===== src/rtl/rpn_display_pkg.sv =====
// Shared types and glyph table for the RPN calculator display driver.
// Digit codes carry a blank flag in bit 4 so the scan can darken a digit without a separate mask.
package rpn_display_pkg;

   typedef enum logic [1:0] {IDLE, LOAD, SHIFT, DONE} upd_state_t;

   typedef logic [4:0] digit_t;

   localparam digit_t     DIGIT_BLANK = 5'h10;
   localparam logic [6:0] SEG_BLANK   = 7'h7F;

   // Active-low cathodes, bit order g..a
   localparam logic [6:0] GLYPH_0 = 7'b1000000;
   localparam logic [6:0] GLYPH_1 = 7'b1111001;
   localparam logic [6:0] GLYPH_2 = 7'b0100100;
   localparam logic [6:0] GLYPH_3 = 7'b0110000;
   localparam logic [6:0] GLYPH_4 = 7'b0011001;
   localparam logic [6:0] GLYPH_5 = 7'b0010010;
   localparam logic [6:0] GLYPH_6 = 7'b0000010;
   localparam logic [6:0] GLYPH_7 = 7'b1111000;
   localparam logic [6:0] GLYPH_8 = 7'b0000000;
   localparam logic [6:0] GLYPH_9 = 7'b0010000;
   localparam logic [6:0] GLYPH_A = 7'b0001000;
   localparam logic [6:0] GLYPH_B = 7'b0000011;
   localparam logic [6:0] GLYPH_C = 7'b1000110;
   localparam logic [6:0] GLYPH_D = 7'b0100001;
   localparam logic [6:0] GLYPH_E = 7'b0000110;
   localparam logic [6:0] GLYPH_F = 7'b0001110;

   function automatic logic [6:0] glyph(input digit_t d);
      logic [6:0] seg;
      seg = SEG_BLANK;
      if (!d[4]) begin
         case (d[3:0])
            4'h0: seg = GLYPH_0;
            4'h1: seg = GLYPH_1;
            4'h2: seg = GLYPH_2;
            4'h3: seg = GLYPH_3;
            4'h4: seg = GLYPH_4;
            4'h5: seg = GLYPH_5;
            4'h6: seg = GLYPH_6;
            4'h7: seg = GLYPH_7;
            4'h8: seg = GLYPH_8;
            4'h9: seg = GLYPH_9;
            4'hA: seg = GLYPH_A;
            4'hB: seg = GLYPH_B;
            4'hC: seg = GLYPH_C;
            4'hD: seg = GLYPH_D;
            4'hE: seg = GLYPH_E;
            4'hF: seg = GLYPH_F;
         endcase
      end
      return seg;
   endfunction

endpackage


===== src/rtl/rpn_display_driver_bin16_to_bcd.sv =====
// Sequential double-dabble: 16 shift iterations after start, BCD valid in the cycle after done.
// The 20-bit accumulator holds up to 65535 with room to spare in the top nibble.
module bin16_to_bcd
   import rpn_display_pkg::*;
(
   input  logic        clk_sys,
   input  logic        rst_b,
   input  logic        start,
   input  logic [15:0] bin,
   output logic        busy,
   output logic        done,
   output logic [19:0] bcd
);

   logic [15:0] work;
   logic [3:0]  iter;
   logic        running;
   logic [19:0] bcd_adj;

   always_comb begin
      bcd_adj = bcd;
      for (int i = 0; i < 5; i++) begin
         if (bcd[4*i +: 4] >= 4'd5) bcd_adj[4*i +: 4] = bcd[4*i +: 4] + 4'd3;
      end
   end

   always_ff @(posedge clk_sys or negedge rst_b) begin
      if (!rst_b) begin
         work    <= '0;
         bcd     <= '0;
         iter    <= '0;
         running <= 1'b0;
      end else if (start) begin
         work    <= bin;
         bcd     <= '0;
         iter    <= '0;
         running <= 1'b1;
      end else if (running) begin
         {bcd, work} <= {bcd_adj, work} << 1;
         iter        <= iter + 4'd1;
         if (iter == 4'd15) running <= 1'b0;
      end
   end

   assign busy = running;
   // Asserted during the last iteration so the caller can step to DONE on the same edge
   assign done = running && (iter == 4'd15);

endmodule


===== src/rtl/rpn_display_driver.sv =====
// 8-digit multiplexed 7-segment driver for the RPN calculator: decimal/hex value on
// digits 4..0, live status on digit 7, display register refreshed by a small update FSM.
//
// state | meaning
// IDLE  | display current; waiting for Value/HexMode to differ from last capture
// LOAD  | capture inputs, kick off BCD conversion in decimal mode
// SHIFT | double-dabble iterations running in bin16_to_bcd
// DONE  | write display register
module rpn_display_driver
   import rpn_display_pkg::*;
#(
   parameter int REFRESH_DIV = 100000
)(
   input  logic        clk,
   input  logic        reset,
   input  logic [15:0] Value,
   input  logic        HexMode,
   input  logic [2:0]  Status,
   output logic [6:0]  Segments,
   output logic [7:0]  Anodes,
   output logic        DP,
   output logic        Busy
);

   localparam int               PRE_W   = (REFRESH_DIV > 2) ? $clog2(REFRESH_DIV) : 1;
   localparam logic [PRE_W-1:0] PRE_MAX = PRE_W'(REFRESH_DIV - 1);

   upd_state_t  state, state_nxt;
   logic [15:0] last_value, work_value;
   logic        last_mode, work_hex;
   logic        conv_start, conv_busy, conv_done;
   logic [19:0] bcd;
   digit_t      disp      [7];
   digit_t      disp_nxt  [7];
   digit_t      scan_digits [8];
   logic        lead;
   logic [PRE_W-1:0] pre;
   logic [2:0]  idx;

   bin16_to_bcd u_bcd (
      .clk_sys (clk),
      .rst_b   (reset),
      .start   (conv_start),
      .bin     (Value),
      .busy    (conv_busy),
      .done    (conv_done),
      .bcd     (bcd)
   );

   always_ff @(posedge clk or negedge reset) begin
      if (!reset) state <= IDLE;
      else        state <= state_nxt;
   end

   always_comb begin
      state_nxt  = state;
      conv_start = 1'b0;
      case (state)
         IDLE:  if (Value != last_value || HexMode != last_mode) state_nxt = LOAD;
         LOAD: begin
            conv_start = !HexMode;
            state_nxt  = HexMode ? DONE : SHIFT;
         end
         SHIFT: if (conv_done) state_nxt = DONE;
         DONE:  state_nxt = IDLE;
         default: state_nxt = IDLE;
      endcase
   end

   assign Busy = (state == LOAD) || conv_busy;
   assign DP   = 1'b1;

   // Blanking runs from digit 4 downward and stops at the first non-zero digit
   always_comb begin
      lead = 1'b1;
      for (int i = 0; i < 7; i++) disp_nxt[i] = DIGIT_BLANK;
      if (work_hex) begin
         for (int i = 0; i < 4; i++) disp_nxt[i] = {1'b0, work_value[4*i +: 4]};
      end else begin
         for (int i = 4; i >= 1; i--) begin
            lead        = lead && (bcd[4*i +: 4] == 4'd0);
            disp_nxt[i] = lead ? DIGIT_BLANK : {1'b0, bcd[4*i +: 4]};
         end
         disp_nxt[0] = {1'b0, bcd[3:0]};
      end
   end

   always_ff @(posedge clk or negedge reset) begin
      if (!reset) begin
         last_value <= '0;
         last_mode  <= 1'b0;
         work_value <= '0;
         work_hex   <= 1'b0;
         disp[0]    <= 5'h00;
         for (int i = 1; i < 7; i++) disp[i] <= DIGIT_BLANK;
      end else begin
         if (state == LOAD) begin
            last_value <= Value;
            last_mode  <= HexMode;
            work_value <= Value;
            work_hex   <= HexMode;
         end
         if (state == DONE) begin
            for (int i = 0; i < 7; i++) disp[i] <= disp_nxt[i];
         end
      end
   end

   always_comb begin
      for (int i = 0; i < 7; i++) scan_digits[i] = disp[i];
      scan_digits[7] = {2'b00, Status};
   end

   always_ff @(posedge clk or negedge reset) begin
      if (!reset) begin
         pre      <= '0;
         idx      <= '0;
         Segments <= SEG_BLANK;
         Anodes   <= 8'hFF;
      end else begin
         if (pre == PRE_MAX) begin
            pre <= '0;
            idx <= idx + 3'd1;
         end else begin
            pre <= pre + 1'b1;
         end
         Anodes   <= ~(8'b1 << idx);
         Segments <= glyph(scan_digits[idx]);
      end
   end

endmodule


===== config.mk =====
export PLATFORM = sky130hd
export DESIGN_NAME = rpn_display_driver
export DESIGN_NICKNAME = d
export VERILOG_FILES = /design/src/rtl/rpn_display_pkg.sv /design/src/rtl/rpn_display_driver_bin16_to_bcd.sv /design/src/rtl/rpn_display_driver.sv
export SDC_FILE = /design/constraint.sdc
export NUM_CORES = 1
export LEC_CHECK = 0
export BUFFER_PORTS_ARGS = -buffer_cell sky130_fd_sc_hd__buf_2
export CAP_MARGIN = 0
export CORE_ASPECT_RATIO = 0.5
export CORE_MARGIN = 5
export CORE_UTILIZATION = 55
export DETAILED_ROUTE_END_ITERATION = 10
export PLACE_DENSITY_LB_ADDON = 0.25
export SLEW_MARGIN = 40
export SYNTH_ARGS = -nofsm -noshare
export SYNTH_HDL_FRONTEND = slang
export SYNTH_HIERARCHICAL = 1
export SYNTH_SLANG_ARGS = --single-unit

===== constraint.sdc =====
create_clock -name clk -period 2.6 [get_ports clk]
set_input_delay 0.39 -clock clk [delete_from_list [all_inputs] [get_ports clk]]
set_output_delay 0.39 -clock clk [all_outputs]
set_load 0.03 [all_outputs]

==> flow_summary_export.csv <==
group,metric,value,unit
setup_path,path_cells,"or4b_1 -> or4b_1 -> nor4_2 -> and3_4 -> mux2_2",
synth,ys_warn_count,6,
finish,antenna_cells,0,
detailed_routing,vias_per_cell,5.67,
die,floorplan.initialDensity,56.5,%
clocking,cts_resized,0,
timing,max_freq,416,MHz
synth,ys.flop_type,"dfrtp_1",
placement,gp_congestion,0.813,
synth,yosysMostFrequentCell,"dfrtp_1",
synth,yosysTopAreaCell,"dfrtp_1",
global_routing,grt_overflow,0,
timing,worst_slew_pin_slew,0.585,ns
run,maxCapViolCount,0,
synth,syn-num-nets,646,
timing,setup_viol,0,
timing,tns,0,ns
clocking,cts_setup_buffers,0,
synth,ys_seq_area_share,48.1,%
finish,final_nets,684,
detailed_routing,vias,4488,
global_routing,grt_pass1_wl,21800,microns
detailed_routing,wl_per_cell,16.3,microns
outcome,status,"finished, final reports clean",
setup_path,cp.arrival,2.70,ns
setup_path,crit_required,2.89,ns
clocking,cts_buffers,17,
placement,portBuffers,37,
clocking,clock_sinks,119,
synth,synth_cell_types,62,
global_routing,grt_pass1_vias,4402,
die,die_w,161,microns
global_routing,grtUsageTotal,19.9,%
placement,place_ws,0.211,ns
timing,min_period_over_period,92.4,%
detailed_routing,drt_pass1_iterations,5,
detailed_routing,routed.top_layer,"met4",
setup_path,crit_fanout,12,
clocking,cts-root-buf,"clkbuf_16",
timing,slew_viol_final,0,
timing,slew_headroom,60.6,%
detailed_routing,wl_met2,5720,microns
setup_path,endpoint_kind,"flop",
synth,yosys-top-cells-area,"dfrtp_1 (40%), dfstp_2 (8.0%), mux2i_1 (6.9%)",
pwr,leakage,3.22,nW
global_routing,grt_max_degree,60,
synth,ys_seq_elements,119,
timing,finalCriticalPeriod,2.40,ns
pwr,ir_drop,630,uV
synth,syn_avg_cell_area,10.5,sq um
timing,skew,0.00827,ns
clocking,cts_hold_buf,1,
setup_path,cp-start-kind,"flop",
synth,yosys.area.top_type_share,40.1,%
die,std_cell_rows,27,
clocking,h-tree-depth,4,
synth,synthTopCellsByCount,"dfrtp_1 (100), nor2_1 (46), mux2i_1 (43)",
worst_hold_path,hp-class,"input pin to flop",
setup_path,cp_slowest_stage_delay,0.53,ns
die,ioPinCount,39,
finish,drive_gt1_share,21.3,%
detailed_routing,postRouteAntennaNets,0,
setup_path,path_common_cell,"or4b_1",
clocking,insertion_delay,0.41,ns
pwr,power_density,1260,nW/um^2
timing,rsz0062_at_grt,"no",
timing,fin_ws,0.198,ns
synth,syn_inst,596,
die,die-area,13700,sq um
worst_hold_path,hold_depth,3,
placement,hpwlAfterDp,8740,microns
detailed_routing,drt-total-wl,12900,microns
die,coreArea,11000,sq um
worst_hold_path,min-delay-start,"Value[13]",
setup_path,crit_type,"flop to flop",
finish,syn_to_final_growth,15.9,%
detailed_routing,met3_length,603,microns
die,die_h,85.3,microns
synth,synth_edf_count,0,
setup_path,r2r_start,"pre[12]$_DFF_PN0_",
synth,async_flop_share,100,%
setup_path,worst-r2r-cell-count,5,
global_routing,antenna_found_initial,0,
clocking,cts.clk_slew.worst_paths,0.06,ns
detailed_routing,drtIter0Drc,236,
timing,finalHoldViolCount,0,
detailed_routing,met1_length,6440,microns
setup_path,setup.worst_path.start,"pre[12]$_DFF_PN0_",
synth,syn_area,6240,sq um
detailed_routing,post-route-drc-count,0,
clocking,cts_buffer_depth,2,
setup_path,cp_slowest_cell,"or4b_1",
clocking,cts_tree,"done",
==> flip-flops by register name (all words and copies together) (netlist names) <==
name	count
work_hex	1
Anodes	8
u_bcd/bcd	20
u_bcd/work	16
work_value	16
state	2
u_bcd/iter	4
idx	3
u_bcd/busy	1
Segments	7
disp	24
pre	17
==> logic make-up after synthesis <==
logic type	after synthesis	share of synthesized area, %
mux	65	11.0
fa+ha+maj	28	5.61
flops	119	48.1
xor+xnor	40	5.61
other cells	1	0.0601
buf+inv	58	4.31
simple gates	179	14.5
compound gates	106	10.7
==> cell usage in the layout, fill, tap and decap left out, drive strengths merged, types with 3 or more instances in the layout <==
cell type  synthesis  final
a21o               3      3
a21oi             31     31
a31o               5      5
a31oi              5      5
and3               5      5
buf               18     49
bufinv             0      6
clkbuf            13     18
clkinv             0      6
dfrtp            100    100
dfstp             19     19
ha                28     28
inv               27     27
mux2              21     21
mux2i             43     43
nand2             42     42
nand2b            12     12
nand3             20     20
nand4              6      6
nand4b             3      3
nor2              46     46
nor2b             10     10
nor3              10     10
nor4               3      3
o21ai             32     32
o221ai             3      3
o311ai             6      6
o31ai              3      3
o32ai              3      3
or2                4      4
or3                5      5
or4                6      6
or4b               3      3
xnor2             25     25
xor2              15     15
==> worst max-delay path, delay by kind of cell, from the launching register on <==
| family | cells | cell delay, ns |
|---|---|---|
| and+or+nand+nor | 4 | 1.53 |
| DFF | 1 | 0.41 |
| muxes | 1 | 0.35 |
==> layer usage <==
layer	vias up	track usage [%]
met5	-	0
met4	0	7.34
met3	11	4.37
met2	101	29.4
met1	2205	28.8
li1	2171	-
==> power breakdown <==
group          switching, mW  internal, mW  total, mW
Sequential             0.635          2.58       3.21
Combinational           1.78          1.48       3.26
Clock                  0.853          1.81       2.67
Total                   3.27          5.87       9.14
==> through the flow <==
| step | instance area [sq um] | util (%) | power [mW] | hold WS, ns | instances |
|---|---|---|---|---|---|
| floorplan | 6240 | - | 5.67 | 0.0944 | 596 |
| global placement | 6550 | 59.3 | 6.33 | 0.359 | 759 |
| detailed placement | 6550 | 59.3 | 6.45 | 0.363 | 759 |
| CTS | 7230 | 65.5 | 9.18 | 0.224 | 792 |
| global route | 7230 | 65.5 | 9.76 | 0.247 | 792 |
| finish | 7230 | 65.5 | 9.14 | 0.234 | 792 |
==> path summary, 6_finish.rpt <==
| kind | to | slack (ns) |
|---|---|---|
| setup / recovery | idx[1]$_DFFE_PN0N_ | 0.20 |
| hold / removal | u_bcd/work[13]$_DFFE_PN0P_ | 0.23 |
| min in group asynchronous | state[1]$_DFFE_PN0P_ | 0.46 |
| setup reg to reg | idx[1]$_DFFE_PN0N_ | 0.20 |
| max in group asynchronous | Segments[1]$_DFF_PN1_ | 1.35 |
| hold reg to reg | disp[29]$_DFFE_PN1N_ | 0.48 |
==> final cells by class <==
| class | instances | area (sq um) |
|---|---|---|
| multi-input combinational | 419 | 2980 |
| timing repair buffer | 50 | 300 |
| clock buffer | 18 | 439 |
| sequential | 119 | 3000 |
| inverter | 27 | 101 |
| clock inverter | 14 | 229 |
| tap | 145 | 181 |
| fill | 867 | 3820 |
No activity file was read; power rests on OpenSTA's default activity.
